$ cat src/rtl/cpu_rf_mp.sv
// cpu_rf_mp: parametrised multi-port register file.
// Two prioritised write ports, registered reads, busy scoreboard.
module cpu_rf_mp #(
    parameter int DATA_W   = 32,
    parameter int NUM_REGS = 16,
    parameter int NUM_RD   = 2,
    parameter int ZERO_REG = 1,
    parameter int BYPASS   = 1,
    parameter int ADDR_W   = $clog2(NUM_REGS)
) (
    input  logic                     clk,
    input  logic                     rst,
    input  logic [NUM_RD-1:0]        rd_en,
    input  logic [NUM_RD*ADDR_W-1:0] rd_sel,
    output logic [NUM_RD*DATA_W-1:0] rd_data,
    input  logic                     wr0_en,
    input  logic [ADDR_W-1:0]        wr0_sel,
    input  logic [DATA_W-1:0]        wr0_data,
    input  logic                     wr1_en,
    input  logic [ADDR_W-1:0]        wr1_sel,
    input  logic [DATA_W-1:0]        wr1_data,
    input  logic                     alloc_en,
    input  logic [ADDR_W-1:0]        alloc_sel,
    output logic [NUM_REGS-1:0]      busy,
    output logic                     err,
    output logic                     err_sticky,
    input  logic                     err_clr
);

    localparam logic [ADDR_W:0] LIMIT = (ADDR_W + 1)'(NUM_REGS);
    localparam bit HAS_ZERO = (ZERO_REG != 0);
    localparam bit HAS_BYP  = (BYPASS != 0);

    // Address lies inside the implemented register range.
    function automatic logic in_range(input logic [ADDR_W-1:0] sel);
        return {1'b0, sel} < LIMIT;
    endfunction

    // Address is the hard-wired zero register.
    function automatic logic is_zero(input logic [ADDR_W-1:0] sel);
        return HAS_ZERO && (sel == '0);
    endfunction

    logic [DATA_W-1:0]         regs [NUM_REGS];
    logic [NUM_RD*DATA_W-1:0]  rd_q;
    logic [DATA_W-1:0]         rd_nxt [NUM_RD];
    logic [ADDR_W-1:0]         rd_addr [NUM_RD];
    logic [NUM_REGS-1:0]       busy_q;
    logic [NUM_REGS-1:0]       w_hit;
    logic [NUM_REGS-1:0]       a_hit;
    logic                      w0_ok;
    logic                      w1_ok;
    logic                      w0_bad;
    logic                      w1_bad;
    logic                      w_clash;
    logic                      a_ok;
    logic                      err_cond;
    logic                      err_q;
    logic                      sticky_q;

    // Classify this cycle's writes and allocation; collect error sources.
    always_comb begin
        w0_ok    = wr0_en && in_range(wr0_sel) && !is_zero(wr0_sel);
        w1_ok    = wr1_en && in_range(wr1_sel) && !is_zero(wr1_sel);
        w0_bad   = wr0_en && (!in_range(wr0_sel) ||
                   (is_zero(wr0_sel) && (wr0_data != '0)));
        w1_bad   = wr1_en && (!in_range(wr1_sel) ||
                   (is_zero(wr1_sel) && (wr1_data != '0)));
        w_clash  = wr0_en && wr1_en && (wr0_sel == wr1_sel);
        a_ok     = alloc_en && in_range(alloc_sel) && !is_zero(alloc_sel);
        err_cond = w0_bad || w1_bad || w_clash;
    end

    // Per-register decode of stored writes and allocations.
    always_comb begin
        w_hit = '0;
        a_hit = '0;
        for (int r = 0; r < NUM_REGS; r++) begin
            w_hit[r] = (w0_ok && (wr0_sel == ADDR_W'(r))) ||
                       (w1_ok && (wr1_sel == ADDR_W'(r)));
            a_hit[r] = a_ok && (alloc_sel == ADDR_W'(r));
        end
    end

    // Next read value per port: zero/out-of-range, bypass, or array.
    always_comb begin
        for (int i = 0; i < NUM_RD; i++) begin
            rd_addr[i] = rd_sel[i*ADDR_W +: ADDR_W];
            rd_nxt[i]  = '0;
            if (in_range(rd_addr[i]) && !is_zero(rd_addr[i])) begin
                if (HAS_BYP && w1_ok && (wr1_sel == rd_addr[i]))
                    rd_nxt[i] = wr1_data;
                else if (HAS_BYP && w0_ok && (wr0_sel == rd_addr[i]))
                    rd_nxt[i] = wr0_data;
                else
                    rd_nxt[i] = regs[rd_addr[i]];
            end
        end
    end

    // Register array; write port 1 overrides port 0 on a shared target.
    always_ff @(posedge clk or posedge rst) begin
        if (rst) begin
            for (int r = 0; r < NUM_REGS; r++)
                regs[r] <= '0;
        end else begin
            for (int r = 0; r < NUM_REGS; r++) begin
                if (w1_ok && (wr1_sel == ADDR_W'(r)))
                    regs[r] <= wr1_data;
                else if (w0_ok && (wr0_sel == ADDR_W'(r)))
                    regs[r] <= wr0_data;
            end
        end
    end

    // Read data registers; disabled ports hold their last value.
    always_ff @(posedge clk or posedge rst) begin
        if (rst) begin
            rd_q <= '0;
        end else begin
            for (int i = 0; i < NUM_RD; i++) begin
                if (rd_en[i])
                    rd_q[i*DATA_W +: DATA_W] <= rd_nxt[i];
            end
        end
    end

    // Scoreboard: allocation sets, a stored write clears, alloc wins.
    always_ff @(posedge clk or posedge rst) begin
        if (rst) begin
            busy_q <= '0;
        end else begin
            for (int r = 0; r < NUM_REGS; r++) begin
                if (a_hit[r])
                    busy_q[r] <= 1'b1;
                else if (w_hit[r])
                    busy_q[r] <= 1'b0;
            end
        end
    end

    // Error pulse and sticky flag; a new error beats a clear.
    always_ff @(posedge clk or posedge rst) begin
        if (rst) begin
            err_q    <= 1'b0;
            sticky_q <= 1'b0;
        end else begin
            err_q <= err_cond;
            if (err_cond)
                sticky_q <= 1'b1;
            else if (err_clr)
                sticky_q <= 1'b0;
        end
    end

    assign rd_data    = rd_q;
    assign busy       = busy_q;
    assign err        = err_q;
    assign err_sticky = sticky_q;

endmodule
$ cat config.mk
export PLATFORM = sky130hd
export DESIGN_NAME = cpu_rf_mp
export DESIGN_NICKNAME = d
export VERILOG_FILES = /design/src/rtl/cpu_rf_mp.sv
export SDC_FILE = /design/constraint.sdc
export NUM_CORES = 2
export LEC_CHECK = 0
export ABC_CLOCK_PERIOD_IN_PS = 19600
export CAP_MARGIN = 20
export CORE_MARGIN = 3
export CORE_UTILIZATION = 55
export DETAILED_ROUTE_END_ITERATION = 6
export PLACE_DENSITY_LB_ADDON = 0.08
export SETUP_SLACK_MARGIN = 0.05
export SYNTH_ARGS = -nofsm -noshare
export SYNTH_HDL_FRONTEND = slang
export SYNTH_SLANG_ARGS = --single-unit
$ cat constraint.sdc
create_clock -name clk -period 19.6 [get_ports clk]
set_input_delay 2.94 -clock clk [delete_from_list [all_inputs] [get_ports clk]]
set_output_delay 2.94 -clock clk [all_outputs]
set_load 0.1 [all_outputs]
After elaboration in Yosys (flattened, before gate mapping) --
Index checks and enable logic that the tools add are counted.
Word-level totals: flip-flop bits (word level) 594, bits in latches 0, bits in writable memories 0, memory bits (read-only) 0, input port bits 92, output and inout bits 82, memories 0
Cells by class: add/sub/neg operators 0, $mul 0, divide/modulo/power cells 0, magnitude comparators 2, equality and inequality tests 50, shift-type cells 0, multiplexer cells 78, bitwise logic cells 2, reductions and logical operators 122
Operators with widths (number):
- $mux 32 | 42
- $bmux 32 s4 | 2
- $eq 4x4->1 const B | 24
- $reduce_bool 2->1 | 33
- $reduce_bool 32->1 | 2
- $logic_and 1x1->1 | 61
- $eq 4x3->1 const B | 12
- $mux 1 | 34
- $eq 4x2->1 const B | 6
- $eq 4x4->1 | 5
- $logic_not 4->1 | 5
- $logic_or 1x1->1 | 18
- $eq 4x1->1 const B | 3
- $ge 5x5->1 const B | 2
- $not 4->5 | 2
- $logic_not 1->1 | 3

Logic depth before layout (Yosys ltp) --
word-level depth 7, gate-level depth with buffers 8, mapped depth without buffers 5

Worst setup path before layout --
No wires, ideal clock.
path kind input-to-reg, from input port rd_sel[4], to register rd_q[32], in the netlist rd_data[32], library setup time 0.142 ns, data arrival time 4.440 ns, path slack 15.018 ns, cell stages on the path 6, cell sequence buf_2 > buf_2 > mux4_2 > mux2_2 > o21ai_0 > o221ai_1
Between the ends: cells in the longest elaborated chain, start to end 7, elaborated cells between the ends (all ways) 12, those cells by class eq/ne: 2; mux: 6; bitwise: 1; reduce/logical: 3
Ends and longest elaborated chain:
- from (decl) | RTL line 14 | input logic [NUM_RD*ADDR_W-1:0] rd_sel,
- $not 4->5 (not written as such) | RTL line 96 | rd_nxt[i] = regs[rd_addr[i]];
- $bmux 32 s4 | RTL line 96
- $mux 32 (not written as such) (2 in a row) | RTL line 96
- $mux 32 | RTL line 93 | else if (HAS_BYP && w0_ok && (wr0_sel == rd_addr[i]))
- $mux 32 | RTL line 91 | if (HAS_BYP && w1_ok && (wr1_sel == rd_addr[i]))
- $mux 32 * | RTL line 90 | if (in_range(rd_addr[i]) && !is_zero(rd_addr[i])) begin
- to (signal, indexed assignment) | RTL line 123 | rd_q[i*DATA_W +: DATA_W] <= rd_nxt[i];
- to (decl) | RTL line 45 | logic [NUM_RD*DATA_W-1:0] rd_q;
Mark *: on every way between the ends. The rest lies on a longest branch, timed or not. The select of a mux whose other input is x is not followed. A chain may end at the register's enable or synchronous reset.

Worst setup path after layout --
from input port wr0_sel[1], to register regs[208] (netlist bit)
Between the ends: cells in the longest elaborated chain, start to end 5, elaborated cells between the ends (all ways) 6, those cells by class eq/ne: 1; reduce/logical: 5
Ends and longest elaborated chain:
- from (decl) | RTL line 17 | input logic [ADDR_W-1:0] wr0_sel,
- $logic_not 4->1 | RTL line 41 | return HAS_ZERO && (sel == '0);
- $logic_not 1->1 | RTL line 63 | w0_ok = wr0_en && in_range(wr0_sel) && !is_zero(wr0_sel);
- $logic_and 1x1->1 | RTL line 63
- $logic_and 1x1->1 * | RTL line 110 | else if (w0_ok && (wr0_sel == ADDR_W'(r)))
- $reduce_bool 2->1 (no source line) *
- to (signal, indexed assignment) | RTL line 109 | regs[r] <= wr1_data;
- to (signal, indexed assignment) | RTL line 111 | regs[r] <= wr0_data;
- to (decl) | RTL line 44 | logic [DATA_W-1:0] regs [NUM_REGS];
Mark *: on every way between the ends. The rest lies on a longest branch, timed or not.

==> run metrics <==
first drt pass iteration count 6; Worst Path Max Fanout 18; RSZ-0062 raised after global routing no; worst vdd ir 0.0684 mV; Clock power frac roughly 30%; worst path required time between 20 and 25 ns; die width 261 um; CTS Buffer Depth 3; status complete, no violations; Post-Route Utilization ~62%; Cells after Synth between 3000 and 4000; fraction of layout instances using a drive strength above 1 11.0%; Post-CTS Hold Buffers 0; pre-CTS setup slack around 13 ns; Clock Latency Late Sink around 0.61 ns; Core ar. 63500 sq um; largest net degree at the start of global routing between 150 and 200; CP peak stage delay 0.99 ns; antenna viol nets, final 0; num ports approximately 170; Setup Buffers After CTS 0; NetSw 1.49 mW; Syn Nets 3863; top cells by area, synth dfrtp_1, mux2i_1, a21oi_1; Avg Cell Area, Syn between 9 and 10 sq um; EDFF count, synth 0; Routed WL approximately 130000 um; Clock Root Buffer clkbuf_16; Mapped Area ~36000 sq um; Pwr per Cell Area between 100 and 150 nW/um^2; Initial Utilization between 50 and 60%; clock buffer count from CTS 67; Arr. time, crit path a little over 6 ns; GPL Wtd Cong roughly 0.9; Clock Sinks a little under 600; remaining global-route overflow 0; top cell type's share of synthesized area between 40% and 50%; Top FF cell, synth dfrtp_1; count of pins over their slew limit 0; DRT iter0 DRCs 4500; Fmax ~170 MHz; combinational power share between 20% and 30%; Total GRT Usage roughly two fifths; die footprint between 60000 and 70000 sq um; Via Count ~31000; total power between 4 and 5 mW; Setup TNS 0 ns; #FFs+latches synth approximately 590; Final Worst Setup Slack around 14 ns; clock slew at reported path FFs about 0.06 ns; die extent in y between 200 and 300 um; # fillers around 5200; Top delay family on crit path simple AND/OR/NAND/NOR gates; leakage power total approximately 16 nW; Clock H-tree levels 3; Flop pwr share between 40 and 50%; wire length per cell just under 30 um; Final HPWL DP 77300 um; most frequent cells in the layout a21oi_1, dfrtp_1, nor2_1, mux2i_1, nand2_1; Worst R2R Setup Slack approximately 18 ns; Slew headroom a little over a fifth; critical path type in -> reg; post-CTS resize count 0; initial antenna violation count 7; Layout Nets between 3000 and 4000; DRC 0; Fin. Hold Viols 0; vias in the first global route around 31000; Yosys cell types 41; CTS tree built; Period Utilization, post-route between 20% and 30%; first-pass GRT wire length ~200000 um; actual slew at the worst max-slew pin 1.18 ns; Setup Skew about 0.019 ns; worst hold path type reg -> reg; Switching Fraction 35.0%; final setup vio count 0; I/O Buffers between 150 and 200; CP Buf/Inv Count 2; sequential area share after synthesis 41.7%; Rows just over 90; Min Hold Slack ~0.38 ns; commonest non-fill, non-tap cell in the layout a21oi_1; CP cell instances clkdlybuf4s50_1, nand2b_2, nor2_4, buf_4, mux2i_1, a21oi_1; Async S/R FF share, synth 100%; post-synth top area cell dfrtp_1; Warnings, synthesis 0; Worst setup SP type input port; max-cap viol count 0; Layout area overhead 11.4%; slowest CP cell nor2_4; via/cell ratio a little under 7; Int Pwr ~2.8 mW; Crit. End Element flop; Tmin final between 5 and 6 ns
-- power groups by stage --
stage               combinational [mW]  sequential [mW]  clock (mW)
floorplan                        0.676             1.94           0
global placement                  1.18             1.72           0
detailed placement                1.21             1.75           0
CTS                               1.21             1.73        1.32
global route                      1.31             1.77        1.36
finish                            1.23             1.74        1.31
-- flip-flops by register name, indices dropped and copies added (netlist names) --
signal / flops
rd_data: 64
err_sticky: 1
err: 1
regs: 512
busy: 16
-- kinds of logic (layout without fill, tap and decap cells) --
family | Yosys count | after routing | synth area share (%)
XOR/XNOR | 20 | 20 | 0.491
other | 0 | 6 | 0
AO/OA/AOI/OAI | 1128 | 1128 | 18.7
multiplexers | 616 | 616 | 21.9
AND/OR/NAND/NOR | 924 | 924 | 11.3
buffers and inverters | 489 | 415 | 5.86
flip-flops | 594 | 594 | 41.7
-- synth_stat cells (13+ instances only) --
cell      count
buf_1        31
inv_1        35
o221ai_1     64
buf_4        29
nor3_1       32
nor4_1       18
a31oi_1      62
mux2i_1     482
mux4_2      132
nor2b_1     136
clkbuf_1    304
nand3_1      13
o21ai_0     125
nor2_1      492
a22o_1       62
o21ai_1      48
nand2_1     193
buf_2        85
dfrtp_1     594
a21oi_2      30
a21oi_1     602
a211oi_1     62
a22oi_1      62
-- final cells by class --
class	instances	area (sq um)	share of cell area, %
Antenna cell	6	15.0	0.0378
Sequential cell	594	14900	37.4
Timing Repair Buffer	261	2460	6.20
Clock inverter	14	174	0.438
Inverter	35	135	0.340
Clock buffer	105	2060	5.20
Multi-Input combinational cell	2688	18900	47.7
Tap cell	846	1060	2.67
-- through the flow --
stage	area, sq um	std cells
floorplan	35600	3771
global placement	37400	4422
detailed placement	37400	4422
CTS	39600	4541
global route	39700	4545
finish	39700	4549
-- routing by layer --
layer,vias up,GRT usage [%],part of all wire (%)
met1,15400,51.6,37
met4,6,20.7,5.9
met2,2211,59.2,44
met3,498,10.7,12
met5,-,0,0.034
li1,13300,-,-
-- final timing paths --
check                              end       start  cells past startpoint
max                          regs[208]  wr0_sel[1]                      6
min                            busy[0]     busy[0]                      0
max reg2reg                rd_data[32]   regs[384]                      4
min reg2reg                    busy[0]     busy[0]                      0
max in group asynchronous    regs[208]         rst                      5
min in group asynchronous   err_sticky         rst                      3
(Power assumes the default switching activity.)
